File: src/rtl/fifo_wr_pkg.sv
// Shared types and default sizes for the async FIFO write-side front end.
package fifo_wr_pkg;

    localparam int unsigned DSIZE_DEF = 8;
    localparam int unsigned CNT_W_DEF = 16;

    typedef enum logic [1:0] {
        EMPTY = 2'd0,
        ONE   = 2'd1,
        TWO   = 2'd2
    } wr_state_e;

endpackage

File: src/rtl/fifo_skid_buf.sv
// Two-entry skid buffer: main register feeds the consumer, skid absorbs the word
// that arrives while the consumer stalls, so in_ready can come straight from a flop.
module fifo_skid_buf
    import fifo_wr_pkg::*;
#(
    parameter int unsigned DSIZE = DSIZE_DEF
)
(
    input  logic             wclk,
    input  logic             wrst_n,
    input  logic             in_valid,
    output logic             in_ready,
    input  logic [DSIZE-1:0] in_data,
    output logic             out_valid,
    input  logic             out_ready,
    output logic [DSIZE-1:0] out_data
);

    wr_state_e        r_state;
    wr_state_e        w_state_nxt;
    logic [DSIZE-1:0] r_main;
    logic [DSIZE-1:0] r_skid;
    logic [DSIZE-1:0] w_main_nxt;
    logic [DSIZE-1:0] w_skid_nxt;
    logic             r_in_ready;
    logic             w_accept;
    logic             w_pop;

    assign out_valid = (r_state != EMPTY);
    assign out_data  = r_main;
    assign in_ready  = r_in_ready;

    assign w_accept  = in_valid & r_in_ready;
    assign w_pop     = out_valid & out_ready;

    // State and storage; ready looks one step ahead so TWO is never over-filled.
    always_ff @(posedge wclk or negedge wrst_n) begin
        if (!wrst_n) begin
            r_state    <= EMPTY;
            r_main     <= '0;
            r_skid     <= '0;
            r_in_ready <= 1'b0;
        end else begin
            r_state    <= w_state_nxt;
            r_main     <= w_main_nxt;
            r_skid     <= w_skid_nxt;
            r_in_ready <= (w_state_nxt != TWO);
        end
    end

    always_comb begin
        w_state_nxt = r_state;
        w_main_nxt  = r_main;
        w_skid_nxt  = r_skid;
        case (r_state)
            EMPTY: begin
                if (w_accept) begin
                    w_state_nxt = ONE;
                    w_main_nxt  = in_data;
                end
            end
            ONE: begin
                if (w_accept && w_pop) begin
                    w_main_nxt  = in_data;
                end else if (w_accept) begin
                    w_state_nxt = TWO;
                    w_skid_nxt  = in_data;
                end else if (w_pop) begin
                    w_state_nxt = EMPTY;
                end
            end
            TWO: begin
                // in_ready is low here, so only a drain can happen
                if (w_pop) begin
                    w_state_nxt = ONE;
                    w_main_nxt  = r_skid;
                end
            end
            default: begin
                w_state_nxt = EMPTY;
            end
        endcase
    end

endmodule

File: src/rtl/fifo_wr_frontend.sv
// Write-side front end of the async FIFO: valid/ready producer to winc/wdata,
// plus write statistics (wrapping word count, saturating stall count, sticky full).
module fifo_wr_frontend
    import fifo_wr_pkg::*;
#(
    parameter int unsigned DSIZE = DSIZE_DEF,
    parameter int unsigned CNT_W = CNT_W_DEF
)
(
    input  logic             wclk,
    input  logic             wrst_n,
    input  logic             in_valid,
    output logic             in_ready,
    input  logic [DSIZE-1:0] in_data,
    output logic             winc,
    output logic [DSIZE-1:0] wdata,
    input  logic             wfull,
    input  logic             stat_clr,
    output logic [CNT_W-1:0] wr_count,
    output logic [CNT_W-1:0] stall_count,
    output logic             full_seen
);

    logic             w_main_valid;
    logic             w_out_ready;
    logic [CNT_W-1:0] r_wr_count;
    logic [CNT_W-1:0] r_stall_count;
    logic             r_full_seen;

    assign w_out_ready = ~wfull;

    fifo_skid_buf #(
        .DSIZE (DSIZE)
    ) u_skid (
        .wclk      (wclk),
        .wrst_n    (wrst_n),
        .in_valid  (in_valid),
        .in_ready  (in_ready),
        .in_data   (in_data),
        .out_valid (w_main_valid),
        .out_ready (w_out_ready),
        .out_data  (wdata)
    );

    // wfull may rise mid-cycle; gating here drops winc before the edge.
    assign winc = w_main_valid & ~wfull;

    // Statistics; a coincident clear always wins over an increment or set.
    always_ff @(posedge wclk or negedge wrst_n) begin
        if (!wrst_n) begin
            r_wr_count    <= '0;
            r_stall_count <= '0;
            r_full_seen   <= 1'b0;
        end else if (stat_clr) begin
            r_wr_count    <= '0;
            r_stall_count <= '0;
            r_full_seen   <= 1'b0;
        end else begin
            if (winc) begin
                r_wr_count <= r_wr_count + CNT_W'(1);
            end
            if (w_main_valid && wfull && (r_stall_count != {CNT_W{1'b1}})) begin
                r_stall_count <= r_stall_count + CNT_W'(1);
            end
            if (wfull) begin
                r_full_seen <= 1'b1;
            end
        end
    end

    assign wr_count    = r_wr_count;
    assign stall_count = r_stall_count;
    assign full_seen   = r_full_seen;

endmodule

File: config.mk
export PLATFORM = sky130hd
export DESIGN_NAME = fifo_wr_frontend
export DESIGN_NICKNAME = d
export VERILOG_FILES = /design/src/rtl/fifo_wr_pkg.sv /design/src/rtl/fifo_skid_buf.sv /design/src/rtl/fifo_wr_frontend.sv
export SDC_FILE = /design/constraint.sdc
export NUM_CORES = 1
export LEC_CHECK = 0
export BUFFER_PORTS_ARGS = -buffer_cell sky130_fd_sc_hd__buf_2
export CELL_PAD_IN_SITES_DETAIL_PLACEMENT = 2
export CELL_PAD_IN_SITES_GLOBAL_PLACEMENT = 2
export CORE_UTILIZATION = 36
export DETAILED_ROUTE_END_ITERATION = 10
export MAX_ROUTING_LAYER = met4
export PLACE_DENSITY = 0.95
export SYNTH_ARGS = -nofsm -noshare
export SYNTH_HDL_FRONTEND = slang
export SYNTH_SLANG_ARGS = --single-unit
File: constraint.sdc
create_clock -name wclk -period 2.8 [get_ports wclk]
set_input_delay 0.42 -clock wclk [delete_from_list [all_inputs] [get_ports wclk]]
set_output_delay 0.42 -clock wclk [all_outputs]
set_load 0.005 [all_outputs]
## Word-level counts from Yosys, hierarchy flattened

Index checks and enable logic that the tools add are counted.

- Reductions and logical operators: 11
- Bitwise gates (word level): 4
- Mux-type cells: 16
- Add/subtract/negate cells: 2
- Equal/unequal tests: 7

Operators with widths:

| cell | count |
|---|---|
| $mux W16 | 4 |
| $add A16 B1 Y16 const B | 2 |
| $mux W8 | 3 |
| $pmux W8 S3 | 1 |
| $ne A16 B16 Y1 const B | 1 |
| $mux W2 | 5 |
| $reduce_bool A2 Y1 | 4 |
| $ne A2 B1 Y1 const B | 3 |
| $pmux W2 S3 | 1 |
| $reduce_and A4 Y1 | 1 |
| $logic_and A1 B1 Y1 | 3 |
| $reduce_and A3 Y1 | 1 |
| $reduce_bool A3 Y1 | 1 |
| $and A1 B1 Y1 | 2 |
| $eq A2 B1 Y1 const B | 1 |
| $eq A2 B2 Y1 const B | 1 |
| $logic_not A2 Y1 | 1 |
| $mux W1 | 2 |
| $ne A2 B2 Y1 const B | 1 |
| $not A1 Y1 | 2 |

- Logic and storage cells: 47
- Bits in registers: 52
- Input bits: 13
- Output and inout port bits: 43

## Longest topological paths before layout

Gate-level depths: netlist of run 1.

- Word-level depth: 7
- Gate-level depth with buffers: 6
- Mapped depth without buffers: 5

## Cells and area by module

A second synthesis of run 1 with hierarchy kept.

- Cell total of the unflattened synthesis: 239
- Area, all modules: 2547.4 µm²

By module, submodules not included:

| module | cells each | area each (µm²) | instances |
|---|---|---|---|
| fifo_wr_frontend | 179 | 1707.9 | 1 |
| fifo_skid_buf | 60 | 839.6 | 1 |

## Least setup slack after synthesis of run 1

OpenSTA, ideal clock, no wires.

- Path kind: flip-flop to flip-flop
- From: register r_stall_count[0], in the netlist stall_count[0]
- To: register r_stall_count[6], in the netlist stall_count[6]
- Path buffers: 0
- Slack: 1.133 ns
- Stages on the path, launching flop included: 6
- Data arrival time: 1.542 ns
- Period minus slack after synthesis: 1.667 ns
- Path through: dfrtp_1 > ha_1 > and3_1 > and4bb_4 > nor4_1 > mux2_2

- Word-level cells in the longest chain between the ends: 3

RTL lines:

| what | line | RTL |
|---|---|---|
| from (decl) | fifo_wr_frontend.sv:27 | `logic [CNT_W-1:0] r_stall_count;` |
| from (signal assigned) | fifo_wr_frontend.sv:63 | `r_stall_count <= r_stall_count + CNT_W'(1);` |
| $add A16 B1 Y16 or $ne A16 B16 Y1 (tied branches) | fifo_wr_frontend.sv:63, fifo_wr_frontend.sv:62 |  |
| $mux W16 or $logic_and A1 B1 Y1 (tied branches) | fifo_wr_frontend.sv:62 | `if (w_main_valid && wfull && (r_stall_count != {CNT_W{1'b1}})) begin` |
| $mux W16 or $reduce_bool A2 Y1 (tied branches) | -- |  |

Parallel ways exist; a longest one is shown, timed or not. The select of a mux whose other input is x is not followed.
A chain may end at the register's enable or synchronous reset.

## Final worst setup path of run 1

- From: register u_skid.r_state[1]
- To: register r_stall_count[12], in the netlist stall_count[12]

- Word-level cells in the longest chain between the ends: 4

RTL lines:

| what | line | RTL |
|---|---|---|
| from (decl) | fifo_skid_buf.sv:19 | `wr_state_e r_state;` |
| from (signal assigned) | fifo_skid_buf.sv:44 | `r_state <= w_state_nxt;` |
| $reduce_bool A2 Y1 | fifo_skid_buf.sv:29 | `assign out_valid = (r_state != EMPTY);` |
| $logic_and A1 B1 Y1 (2 in a row) | fifo_wr_frontend.sv:62 |  |
| $reduce_bool A2 Y1 (no source line) | -- |  |

No other way between the ends.

==> summary.txt, run 1 <==
Critical path
  • Type of element launching the critical path: register
  • Worst reg-to-reg setup slack: 0.85 ns
  • Required time at the endpoint of the critical path: 3.01 ns
  • Arrival time at the worst endpoint: 2.16 ns
  • Slowest stage cell on the critical path: sky130_fd_sc_hd__dfrtp_1
  • Cells traversed along the worst timing path: o21a_1, nand3_1, nor4b_1, mux2_2
  • Worst-case reg-to-reg path depth: 4
  • Critical R2R Capture: stall_count[12]
  • Reg-to-reg startpoint: u_skid.r_state[1]
  • Critical Path Sink Type: register
  • Critical Path Max Stage Delay: 0.50 ns
  • CP Class: register to register
  • Crit-path max FO: 11

Logic synthesis
  • Count of different cell masters after synthesis: 40
  • Biggest area consumer among synthesized cells: sky130_fd_sc_hd__dfrtp_1
  • Sequential area share after synthesis: 50.19%
  • Synthesized flop and latch total: 52
  • Cell types with the largest area share after synthesis: sky130_fd_sc_hd__dfrtp_1 50%, sky130_fd_sc_hd__a21oi_1 5.4%, sky130_fd_sc_hd__mux2_2 5.2%
  • Synthesized instance count: 257
  • Avg Synthesized Cell Area: 10.09 sq um
  • Post-synth design cell area: 0.002592 sq mm
  • Warnings, synthesis: 0
  • Net count of the mapped netlist: 272
  • Share of Yosys cell area claimed by the top area cell type: 50.19%

Clock tree
  • Number of H-tree levels: 2
  • CTS Hold Bufs: 0
  • Post_cts resized: 0
  • CTS buffer count: 5
  • Number of buffers on the longest clock path: 2
  • TritonCTS clock tree: done
  • Clock slew at the register clock pins of the worst setup and hold paths: 0.10 ns
  • CTS Sinks: 52
  • Later-pin clock latency in the skew report: 0.31 ns
  • Setup Fix Bufs, Post-CTS: 0
  • Clock root buffer master: sky130_fd_sc_hd__clkbuf_8

STA
  • Worst hold slack: 0.2081 ns
  • Minimum clock period after layout: 1.949 ns
  • Actual transition at the worst max-transition pin: 0.6892 ns
  • Worst setup slack after layout: 0.8515 ns
  • Setup repair after global routing missed its margin: false
  • Fraction of the cycle the final worst path needs: 69.59%
  • Sum Neg Setup Slack: 0 ns
  • Fin Clk Skew: 0.004093 ns
  • Slew Viols, Final: 0
  • Final Hold Vio Count: 0
  • Final setup violation count: 0
  • Maximum clock rate: 513.2 MHz
  • Slew HR: 54.06%

Cells and area
  • Fraction of layout cells with a size suffix above 1: 26.30%
  • Leading cell type in the layout, fill and taps excluded: sky130_fd_sc_hd__buf_2
  • Post-Route Utilization: 44.03%
  • Number of inserted diodes: 0
  • Layout Cells excl Fill: 404
  • # nets final: 322
  • Synthesis-to-finish area growth: 16.65%
  • Commonest cells after routing, fill and taps aside: 55 x sky130_fd_sc_hd__buf_2, 52 x sky130_fd_sc_hd__dfrtp_1, 28 x sky130_fd_sc_hd__a21oi_1, 21 x sky130_fd_sc_hd__nor2_1, 18 x sky130_fd_sc_hd__o21ai_0

Floorplan
  • Height of the chip: 86.86 um
  • Die footprint: 0.007545 sq mm
  • Core Area: 0.006869 sq mm
  • Number of core rows: 30
  • Starting Density: 37.74%
  • Top-level I/O count: 56
  • Die extent in x: 86.86 um

Pwr
  • Largest voltage drop on the vdd net: 0.0003614 V
  • Share of power burned in the clock network: 27.5%
  • Fraction of power spent switching nets: 30.37%
  • Internal Dissipation: 1.346 mW
  • Leak Pwr: 1.390 nW
  • Power dissipated by switching net loads: 0.5871 mW
  • Power per Cell Area: 639.3 mW/mm^2
  • Combinational power share: 21.4%
  • Proportion of power drawn by flip-flops and latches: 51.0%

Placement
  • Number of port buffers: 55
  • Placed wire-length estimate after detailed placement: 4.907 mm
  • Count of placed standard cells including taps: 396
  • Setup slack at placement: 0.7846 ns
  • Final weighted congestion in routability-driven placement: 0.7411

Drt
  • Number of DRC violations after detailed-routing iteration 0: 66
  • Total number of vias: 2,256
  • Count of antenna-violating nets left after detailed routing: 0
  • Total detailed-routing wirelength: 7.301 mm
  • Pre-antenna DRT Iters: 4
  • DR vias/cell: 5.584
  • Post-route DRC: 0
  • Avg WL per Cell: 18.07 um

GRT
  • Overall overflow remaining after global route: 0
  • Number of antenna violations at the first check in global routing: 0
  • Pin count of the biggest net entering global routing: 53
  • Via count of the first global-routing pass: 2,418
  • GRT Util Overall: 21.26%
  • Wire length of the first global-routing pass: 12.12 mm

Status
  • Run status: completed

Flow run
  • Max-cap violations: 0

Hold path
  • Path type of the worst min-delay path: input pin to async pin
==> cells by family (layout without fill, tap and decap cells) <==
group                      count (synthesis)  in the layout  synth area share (%)
DFF                                       52             52                 50.19
xor gates and xnor gates                   8              8                 2.703
AOI/OAI and AO/OA                         56             56                 11.97
muxes                                     21             21                 8.687
buffers and inverters                     15             66                 3.619
adders and majority gates                  2              2                0.9651
and+or+nand+nor                          103            103                 21.86
==> how the worst max path moves through the flow <==
stage                                 start              end
after floorplan              stall_count[0]   stall_count[6]
after global placement                wfull  stall_count[12]
after detailed placement              wfull  stall_count[12]
after CTS                 u_skid.r_state[1]  stall_count[12]
after global routing      u_skid.r_state[1]  stall_count[12]
final                     u_skid.r_state[1]  stall_count[12]
==> cells in the mapped netlist, drive strengths merged <==
master and count:
a21oi 28, a41o 1, and2 3, and3 5, and4 3, and4bb 1
buf 8, clkbuf 6, dfrtp 52, ha 2, inv 1, mux2 12
mux2i 9, nand2 16, nand2b 1, nand3 12, nand3b 1, nand4 11
nor2 21, nor2b 3, nor3 4, nor3b 1, nor4 1, nor4b 1
o2111ai 1, o211ai 1, o21a 1, o21ai 18, o21ba 1, o22ai 1
o31ai 4, or3 14, or4 5, xnor2 1, xor2 7
==> area by class of cell <==
| type | count | area (sq um) |
|---|---|---|
| multi-input cells | 190 | 1197 |
| inverters | 1 | 3.754 |
| fillers | 773 | 3845 |
| clock buffers | 5 | 68.82 |
| clock inverters | 3 | 42.54 |
| flip-flops and latches | 52 | 1301 |
| well taps | 96 | 120.1 |
| repair buffers | 57 | 290.3 |
==> critical path, delay by kind of cell, from the launching register on <==
kind	cells	cell delay, ns
simple gates	2	0.53
flops	1	0.50
compound gates	1	0.43
mux	1	0.38
==> flip-flops by register name, summed over array words and instances (netlist names) <==
signal / cells
stall_count: 16
wr_count: 16
u_skid.out_data: 8
u_skid.r_skid: 8
u_skid.r_state: 2
full_seen: 1
u_skid.in_ready: 1
==> power by group through the flow <==
stage                     Clock, mW  Combinational, mW  Sequential, mW
after CTS                     0.543              0.424           0.990
after detailed placement          0              0.418            1.00
after global placement            0              0.390           0.982
after global routing          0.561              0.461            1.00
after floorplan                   0              0.276           0.971
final                         0.532              0.414           0.987
==> metal layers <==
metal | track usage [%] | up-vias | part of all wire (%)
li1 | - | 1034 | -
met1 | 25.75 | 1169 | 43
met2 | 37.37 | 46 | 53
met3 | 3.412 | 7 | 3.0
met4 | 4.545 | 0 | 0.90
met5 | - | - | 0
==> metrics by stage <==
stage	power, mW	instance area (sq um)
final	1.933	3024
after detailed placement	1.418	2913
after floorplan	1.247	2592
after global placement	1.373	2913
after global routing	2.026	3024
after CTS	1.956	3024
Power figures use the tool's default switching activity.
==> run 2: changes to the inputs <==
--- a/config.mk
+++ b/config.mk
@@ -8,10 +8,10 @@
 export BUFFER_PORTS_ARGS = -buffer_cell sky130_fd_sc_hd__buf_2
 export CELL_PAD_IN_SITES_DETAIL_PLACEMENT = 2
 export CELL_PAD_IN_SITES_GLOBAL_PLACEMENT = 2
-export CORE_UTILIZATION = 36
+export CORE_UTILIZATION = 33
 export DETAILED_ROUTE_END_ITERATION = 10
 export MAX_ROUTING_LAYER = met4
-export PLACE_DENSITY = 0.95
+export PLACE_DENSITY = 0.89
 export SYNTH_ARGS = -nofsm -noshare
 export SYNTH_HDL_FRONTEND = slang
 export SYNTH_SLANG_ARGS = --single-unit
==> constraint.sdc (replaced) <==
create_clock -name wclk -period 1.8 [get_ports wclk]
set_input_delay 0.27 -clock wclk [delete_from_list [all_inputs] [get_ports wclk]]
set_output_delay 0.27 -clock wclk [all_outputs]
set_load 0.005 [all_outputs]
==> run 2 against run 1 <==
Combinational power is 75% higher. Die area is 8.9% higher. Maximum frequency grew 14%. Power grew 59%. Critical path type unchanged. Largest power group unchanged.
==> summary.txt, run 2 (synthesis gave the netlist of run 1 again) <==
STA
  • Minimum clock period after layout: 1.706 ns (-0.2421 ns)
  • Maximum clock rate: 586.0 MHz (+14%)
  • Fin Clk Skew: 0.009427 ns (+0.005333 ns)
  • Sum Neg Setup Slack: 0 ns (unchanged)
  • Slew HR: 66.02% (+12 points)
  • Slew Viols, Final: 0 (unchanged)
  • Final Hold Vio Count: 0 (unchanged)
  • Fraction of the cycle the final worst path needs: 94.80% (+25 points)
  • Setup repair after global routing missed its margin: false
  • Actual transition at the worst max-transition pin: 0.5075 ns (-0.1817 ns)
  • Worst setup slack after layout: 0.09360 ns (-0.7579 ns)
  • Final setup violation count: 0 (unchanged)

GRT
  • GR Util met1: 23.05% (-2.7 points)
  • Overall overflow remaining after global route: 0 (unchanged)
  • GRT Util Overall: 19.96% (-1.3 points)
  • Pin count of the biggest net entering global routing: 47 (-11%)
  • Number of antenna violations at the first check in global routing: 0 (unchanged)
  • Busiest layer in global routing: met2
  • GR Layer Usage met2: 36.74% (-0.62 points)
  • Wire length of the first global-routing pass: 12.81 mm (+5.8%)
  • Via count of the first global-routing pass: 2,579 (+6.7%)
  • Global routing usage on met3: 2.694% (-0.72 points)

Clock tree
  • Clock root buffer master: sky130_fd_sc_hd__clkbuf_8
  • Number of buffers on the longest clock path: 2 (unchanged)
  • TritonCTS clock tree: done
  • Later-pin clock latency in the skew report: 0.31 ns (about the same)
  • CTS buffer count: 5 (unchanged)
  • Clock slew at the register clock pins of the worst setup and hold paths: 0.11 ns (about the same)
  • Number of H-tree levels: 2 (unchanged)
  • CTS Sinks: 52 (unchanged)

Drt
  • Avg WL per Cell: 17.50 um (-3.2%)
  • Pre-antenna DRT Iters: 4 (unchanged)
  • Total detailed-routing wirelength: 7.524 mm (+3.1%)
  • Count of antenna-violating nets left after detailed routing: 0 (unchanged)
  • DR vias/cell: 5.377 (-3.7%)
  • Total number of vias: 2,312 (+2.5%)
  • Number of DRC violations after detailed-routing iteration 0: 42 (-36%)
  • Post-route DRC: 0 (unchanged)

Floorplan
  • Die footprint: 0.008215 sq mm (+8.9%)
  • Die extent in x: 90.64 um (+4.3%)
  • Height of the chip: 90.64 um (+4.3%)
  • Number of core rows: 31 (+3.3%)
  • Core Area: 0.007408 sq mm (+7.9%)
  • Top-level I/O count: 56 (unchanged)
  • Starting Density: 34.99% (-2.7 points)

Pwr
  • Leak Pwr: 1.513 nW (+8.9%)
  • Fraction of power spent switching nets: 30.46% (+0.097 points)
  • Proportion of power drawn by flip-flops and latches: 49.4% (-1.6 points)
  • Power dissipated by switching net loads: 0.9383 mW (+60%)
  • Share of power burned in the clock network: 27.1% (-0.4 points)
  • Combinational power share: 23.5% (+2.1 points)
  • Largest voltage drop on the vdd net: 0.0005822 V (+61%)
  • Internal Dissipation: 2.142 mW (+59%)
  • Power per Cell Area: 956.0 mW/mm^2 (+50%)

Placement
  • Placed wire-length estimate after detailed placement: 5.475 mm (+12%)
  • Final weighted congestion in routability-driven placement: 0.7608 (+2.7%)
  • Setup slack at placement: 0.08295 ns (-0.7016 ns)
  • Area post-placement: 0.003087 sq mm (+6.0%)
  • Count of placed standard cells including taps: 420 (+6.1%)
  • Number of port buffers: 55 (unchanged)

Cells and area
  • # nets final: 345 (+7.1%)
  • Fraction of layout cells with a size suffix above 1: 32.02% (+5.7 points)
  • Commonest cells after routing, fill and taps aside: 55 x sky130_fd_sc_hd__buf_2, 51 x sky130_fd_sc_hd__dfrtp_1, 27 x sky130_fd_sc_hd__a21oi_1, 23 x sky130_fd_sc_hd__buf_4, 21 x sky130_fd_sc_hd__nor2_1
  • Synthesis-to-finish area growth: 24.28%
  • Layout Cells excl Fill: 430 (+6.4%)
  • Number of inserted diodes: 0 (unchanged)
  • Cell area after layout: 0.003222 sq mm (+6.5%)
  • Leading cell type in the layout, fill and taps excluded: sky130_fd_sc_hd__buf_2

Critical path
  • Worst reg-to-reg setup slack: 0.09 ns (-0.76 ns)
  • Critical R2R Capture: stall_count[6]
  • Type of element launching the critical path: register
  • Reg-to-reg startpoint: stall_count[1]
  • Worst-case reg-to-reg path depth: 5 (+1)
  • Required time at the endpoint of the critical path: 2.00 ns (-1.01 ns)
  • Arrival time at the worst endpoint: 1.91 ns (-0.25 ns)
  • CP Class: register to register
  • Crit-path max FO: 14 (+3)
  • Critical Path Sink Type: register

Hold path
  • Worst Hold Path Cells: 2
  • Endpoint with the worst hold slack: u_skid.r_skid[2]
  • Path type of the worst min-delay path: input pin to register
  • Launch point of the worst hold path: in_data[2]

Flow run
  • Max-cap violations: 0 (unchanged)

Status
  • Run status: completed
==> run 2: power groups by stage <==
stage / logic, mW / clock network (mW) / registers, mW
after global routing: 0.801 / 0.904 / 1.55
final: 0.723 / 0.836 / 1.52
after floorplan: 0.429 / 0 / 1.51
after detailed placement: 0.731 / 0 / 1.55
after CTS: 0.738 / 0.864 / 1.52
after global placement: 0.673 / 0 / 1.52
==> run 2: how the worst max path moves through the flow <==
stage | start | slack, ns | end | cells past startpoint
after floorplan | stall_count[0] | 0.13 | stall_count[6] | 5
after global placement | stall_count[1] | 0.13 | stall_count[6] | 5
after detailed placement | stall_count[1] | 0.08 | stall_count[6] | 5
after CTS | stall_count[1] | 0.07 | stall_count[6] | 5
after global routing | stall_count[10] | 0.005 | stall_count[10] | 4
final | stall_count[1] | 0.09 | stall_count[6] | 5
==> run 2: final cells by class <==
type	instances	area, sq um
Multi-Input combinational cell	190	1202
Fill cell	815	4187
Tap cell	99	123.9
Timing Repair Buffer	80	478.0
Sequential cell	52	1303
Inverter	1	3.754
Clock buffer	5	68.82
Clock inverter	3	42.54
==> run 2: routing by layer <==
| layer | share of wire [%] | routed length (um) |
|---|---|---|
| met2 | 55 | 4132 |
| met4 | 0.90 | 68 |
| met5 | 0 | 0 |
| met1 | 42 | 3126 |
| met3 | 2.6 | 197 |
==> run 2: what timing repair did <==
item	4_1_cts	5_1_grt
hold endpoints to repair	6	0
resized for setup	0	3
buffers inserted	0	1
endpoints found under the setup margin	0	4
hold buffers	1	0
==> run 2: through the flow <==
stage	hold slack (ns)	utilization, %	total power, mW
after floorplan	-0.02559	-	1.940
after global placement	0.1282	41.67	2.194
after detailed placement	0.1323	41.67	2.277
after CTS	0.1922	43.30	3.126
after global routing	0.2013	43.49	3.256
final	0.2032	43.49	3.080
==> run 2: critical path, stage by stage (launching register included) <==
cell,delay (ns)
sky130_fd_sc_hd__dfrtp_1,0.41
sky130_fd_sc_hd__ha_1,0.20
sky130_fd_sc_hd__and3_1,0.16
sky130_fd_sc_hd__and4bb_4,0.25
sky130_fd_sc_hd__nor4_1,0.21
sky130_fd_sc_hd__mux2_2,0.36
==> run 3: changes to the inputs <==
--- a/config.mk
+++ b/config.mk
@@ -8,10 +8,10 @@
 export BUFFER_PORTS_ARGS = -buffer_cell sky130_fd_sc_hd__buf_2
 export CELL_PAD_IN_SITES_DETAIL_PLACEMENT = 2
 export CELL_PAD_IN_SITES_GLOBAL_PLACEMENT = 2
-export CORE_UTILIZATION = 33
+export CORE_UTILIZATION = 30
 export DETAILED_ROUTE_END_ITERATION = 10
 export MAX_ROUTING_LAYER = met4
-export PLACE_DENSITY = 0.89
+export PLACE_DENSITY = 0.86
 export SYNTH_ARGS = -nofsm -noshare
 export SYNTH_HDL_FRONTEND = slang
 export SYNTH_SLANG_ARGS = --single-unit
==> constraint.sdc (replaced) <==
create_clock -name wclk -period 1.5 [get_ports wclk]
set_input_delay 0.225 -clock wclk [delete_from_list [all_inputs] [get_ports wclk]]
set_output_delay 0.225 -clock wclk [all_outputs]
set_load 0.005 [all_outputs]
==> run 3 against run 2 <==
The flow now finishes with violations (setup timing). First-iteration DRC count grew to 3.5 times the previous value. Wire length grew 70%. Via count grew 18%. Worst hold slack lost 0.054 ns. Count of clock-buffer cells in the layout is 1 higher. Critical endpoint is now wr_count[13]. Largest cell class is now multi-input gates. Highest routed layer unchanged.
==> summary.txt, run 3 (synthesis gave the netlist of run 1 again) <==
Status
  • Run status: finished, violations left
  • Violations in the final reports: setup timing

Floorplan
  • Die footprint: 0.009017 sq mm (+9.8%)
  • Height of the chip: 94.96 um (+4.8%)
  • Starting Density: 31.24% (-3.8 points)
  • Core Area: 0.008299 sq mm (+12%)
  • Number of core rows: 33 (+6.5%)
  • Top-level I/O count: 56 (unchanged)
  • Die extent in x: 94.96 um (+4.8%)

Pwr
  • Power per Cell Area: 1025 mW/mm^2 (+7.2%)
  • Share of power burned in the clock network: 22.0% (-5.1 points)
  • Fraction of power spent switching nets: 35.20% (+4.7 points)
  • Total power consumption of the routed design: 3.983 mW (+29%)
  • Combinational power share: 30.6% (+7.1 points)
  • Power dissipated by switching net loads: 1.402 mW (+49%)
  • Proportion of power drawn by flip-flops and latches: 47.4% (-2.0 points)
  • Internal Dissipation: 2.581 mW (+21%)
  • Leak Pwr: 1.759 nW (+16%)
  • Largest voltage drop on the vdd net: 0.0003933 V (-32%)

STA
  • Maximum clock rate: 581.3 MHz (-0.81%)
  • Worst setup slack after layout: -0.2203 ns (-0.3139 ns)
  • Actual transition at the worst max-transition pin: 0.5874 ns (+0.07993 ns)
  • Final setup violation count: 30 (+30)
  • Worst hold slack: 0.1492 ns (-0.05404 ns)
  • Minimum clock period after layout: 1.720 ns (+0.01393 ns)
  • Slew Viols, Final: 0 (unchanged)
  • Fraction of the cycle the final worst path needs: 114.7% (+20 points)
  • Fin Clk Skew: 0.01399 ns (+0.004564 ns)
  • Slew HR: 60.67% (-5.4 points)
  • Setup repair after global routing missed its margin: true
  • Sum Neg Setup Slack: -2.951 ns (-2.951 ns)
  • Final Hold Vio Count: 0 (unchanged)

Critical path
  • Cells traversed along the worst timing path: and4_4, nand4_1, buf_4, or3_1, a21oi_2
  • Critical R2R Capture: wr_count[13]
  • Crit-path max FO: 3 (-11)
  • Type of element launching the critical path: register
  • Arrival time at the worst endpoint: 1.97 ns (+0.06 ns)
  • Sum of buffers and inverters on the critical path: 1 (+1)
  • CP Class: register to register
  • Slowest stage cell on the critical path: sky130_fd_sc_hd__dfrtp_1
  • Reg-to-reg startpoint: wr_count[5]
  • Critical Path Sink Type: register
  • Kind of cell adding the most delay to the critical path: simple AND/OR/NAND/NOR gates
  • Required time at the endpoint of the critical path: 1.75 ns (-0.25 ns)
  • Worst-case reg-to-reg path depth: 5 (unchanged)
  • Critical Path Max Stage Delay: 0.41 ns (about the same)
  • Worst reg-to-reg setup slack: -0.22 ns (-0.31 ns)

Placement
  • Count of placed standard cells including taps: 447 (+6.4%)
  • Setup slack at placement: -0.1468 ns (-0.2298 ns)
  • Number of port buffers: 55 (unchanged)
  • Placed wire-length estimate after detailed placement: 6.770 mm (+24%)
  • Final weighted congestion in routability-driven placement: 0.8145 (+7.1%)
  • Area post-placement: 0.003281 sq mm (+6.3%)

Cells and area
  • Fraction of layout cells with a size suffix above 1: 52.94% (+21 points)
  • Cell area after layout: 0.003887 sq mm (+21%)
  • Number of inserted diodes: 0 (unchanged)
  • Post-Route Utilization: 46.84% (+3.4 points)
  • Synthesis-to-finish area growth: 49.95%
  • Commonest cells after routing, fill and taps aside: 54 x sky130_fd_sc_hd__buf_2, 54 x sky130_fd_sc_hd__buf_4, 48 x sky130_fd_sc_hd__dfrtp_1, 21 x sky130_fd_sc_hd__nor2_1, 15 x sky130_fd_sc_hd__a21oi_1
  • # nets final: 388 (+12%)
  • Layout Cells excl Fill: 479 (+11%)
  • Number of inserted filler cells in the final layout: 854 (+4.8%)

Drt
  • Total number of vias: 2,725 (+18%)
  • Pre-antenna DRT Iters: 5 (+1)
  • Number of DRC violations after detailed-routing iteration 0: 148 (+250%)
  • DR vias/cell: 5.689 (+5.8%)
  • M1 WL: 5.145 mm (+65%)
  • Avg WL per Cell: 26.69 um (+53%)
  • Routed wire length on met3: 358 um (+82%)
  • Post-route DRC: 0 (unchanged)
  • Uppermost routed layer: met4
  • Total detailed-routing wirelength: 12.78 mm (+70%)
  • Count of antenna-violating nets left after detailed routing: 0 (unchanged)
  • Met2 wirelength from detailed routing: 6.878 mm (+66%)

GRT
  • GRT Util Overall: 26.14% (+6.2 points)
  • Number of antenna violations at the first check in global routing: 0 (unchanged)
  • Pin count of the biggest net entering global routing: 37 (-21%)
  • Wire length of the first global-routing pass: 16.99 mm (+33%)
  • Via count of the first global-routing pass: 2,969 (+15%)
  • Overall overflow remaining after global route: 0 (unchanged)

Clock tree
  • Later-pin clock latency in the skew report: 0.33 ns (+0.02 ns)
  • CTS buffer count: 5 (unchanged)
  • TritonCTS clock tree: done
  • Clock root buffer master: sky130_fd_sc_hd__clkbuf_8
  • Number of H-tree levels: 2 (unchanged)
  • Clock slew at the register clock pins of the worst setup and hold paths: 0.11 ns (about the same)
  • Number of buffers on the longest clock path: 2 (unchanged)
  • CTS Sinks: 52 (unchanged)

Flow run
  • Max-cap violations: 0 (unchanged)

Hold path
  • Worst Hold Path Cells: 2 (unchanged)
  • Endpoint with the worst hold slack: u_skid.r_skid[5]
  • Launch point of the worst hold path: in_data[5]
  • Path type of the worst min-delay path: input pin to register
==> run 3: changes by cell type in the layout (fill, tap and decap cells not counted), sizes merged <==
cell / delta
and4bb: +1
buf: +41
a41o: +1
clkbuf: +1
bufinv: -1
==> run 3: layout make-up <==
cell class,instances,area (sq um),share of cell area (%)
clock buffers,6,72.57,1.867
clock inverters,2,16.27,0.4184
inverters,1,3.754,0.09656
multi-input cells,192,1528,39.30
flip-flops and latches,52,1306,33.60
well taps,105,131.4,3.379
repair buffers,121,829.5,21.34
==> run 3: layer usage <==
metal | GRT usage, % | vias up
li1 | - | 1183
met5 | - | -
met3 | 3.704 | 27
met4 | 10.23 | 0
met2 | 46.46 | 90
met1 | 29.41 | 1425
==> run 3: timing repair <==
action | CTS | global route
hold buffers | 1 | 0
endpoints found under the hold margin | 16 | 0
setup buffers | 15 | 7
gates resized for setup | 36 | 46
pin swaps | 15 | 19
setup endpoints to repair | 29 | 42
gates cloned | 1 | 1
==> run 3: how the worst max path moves through the flow <==
stage	start	end	slack, ns	cells past startpoint
floorplan	stall_count[1]	stall_count[6]	-0.06	5
global placement	stall_count[1]	stall_count[6]	-0.09	5
detailed placement	u_skid.r_state[0]	u_skid.out_data[1]	-0.15	5
CTS	stall_count[1]	stall_count[4]	-0.14	5
global route	stall_count[1]	stall_count[10]	-0.26	5
finish	wr_count[5]	wr_count[13]	-0.22	5
==> run 3: worst reg2reg max path: stages, from the launching register on <==
cell and delay, ns:
sky130_fd_sc_hd__dfrtp_1 0.41, sky130_fd_sc_hd__and4_4 0.27, sky130_fd_sc_hd__nand4_1 0.22, sky130_fd_sc_hd__buf_4 0.23, sky130_fd_sc_hd__or3_1 0.34, sky130_fd_sc_hd__a21oi_2 0.19
==> run 3: power groups by stage <==
stage,Clock [mW],Combinational [mW],Sequential (mW)
2_1_floorplan,0,0.534,1.81
3_3_place_gp,0,0.842,1.81
3_5_place_dp,0,0.920,1.86
4_1_cts,0.869,1.04,1.85
5_1_grt,0.943,1.30,1.91
6_report,0.875,1.22,1.89
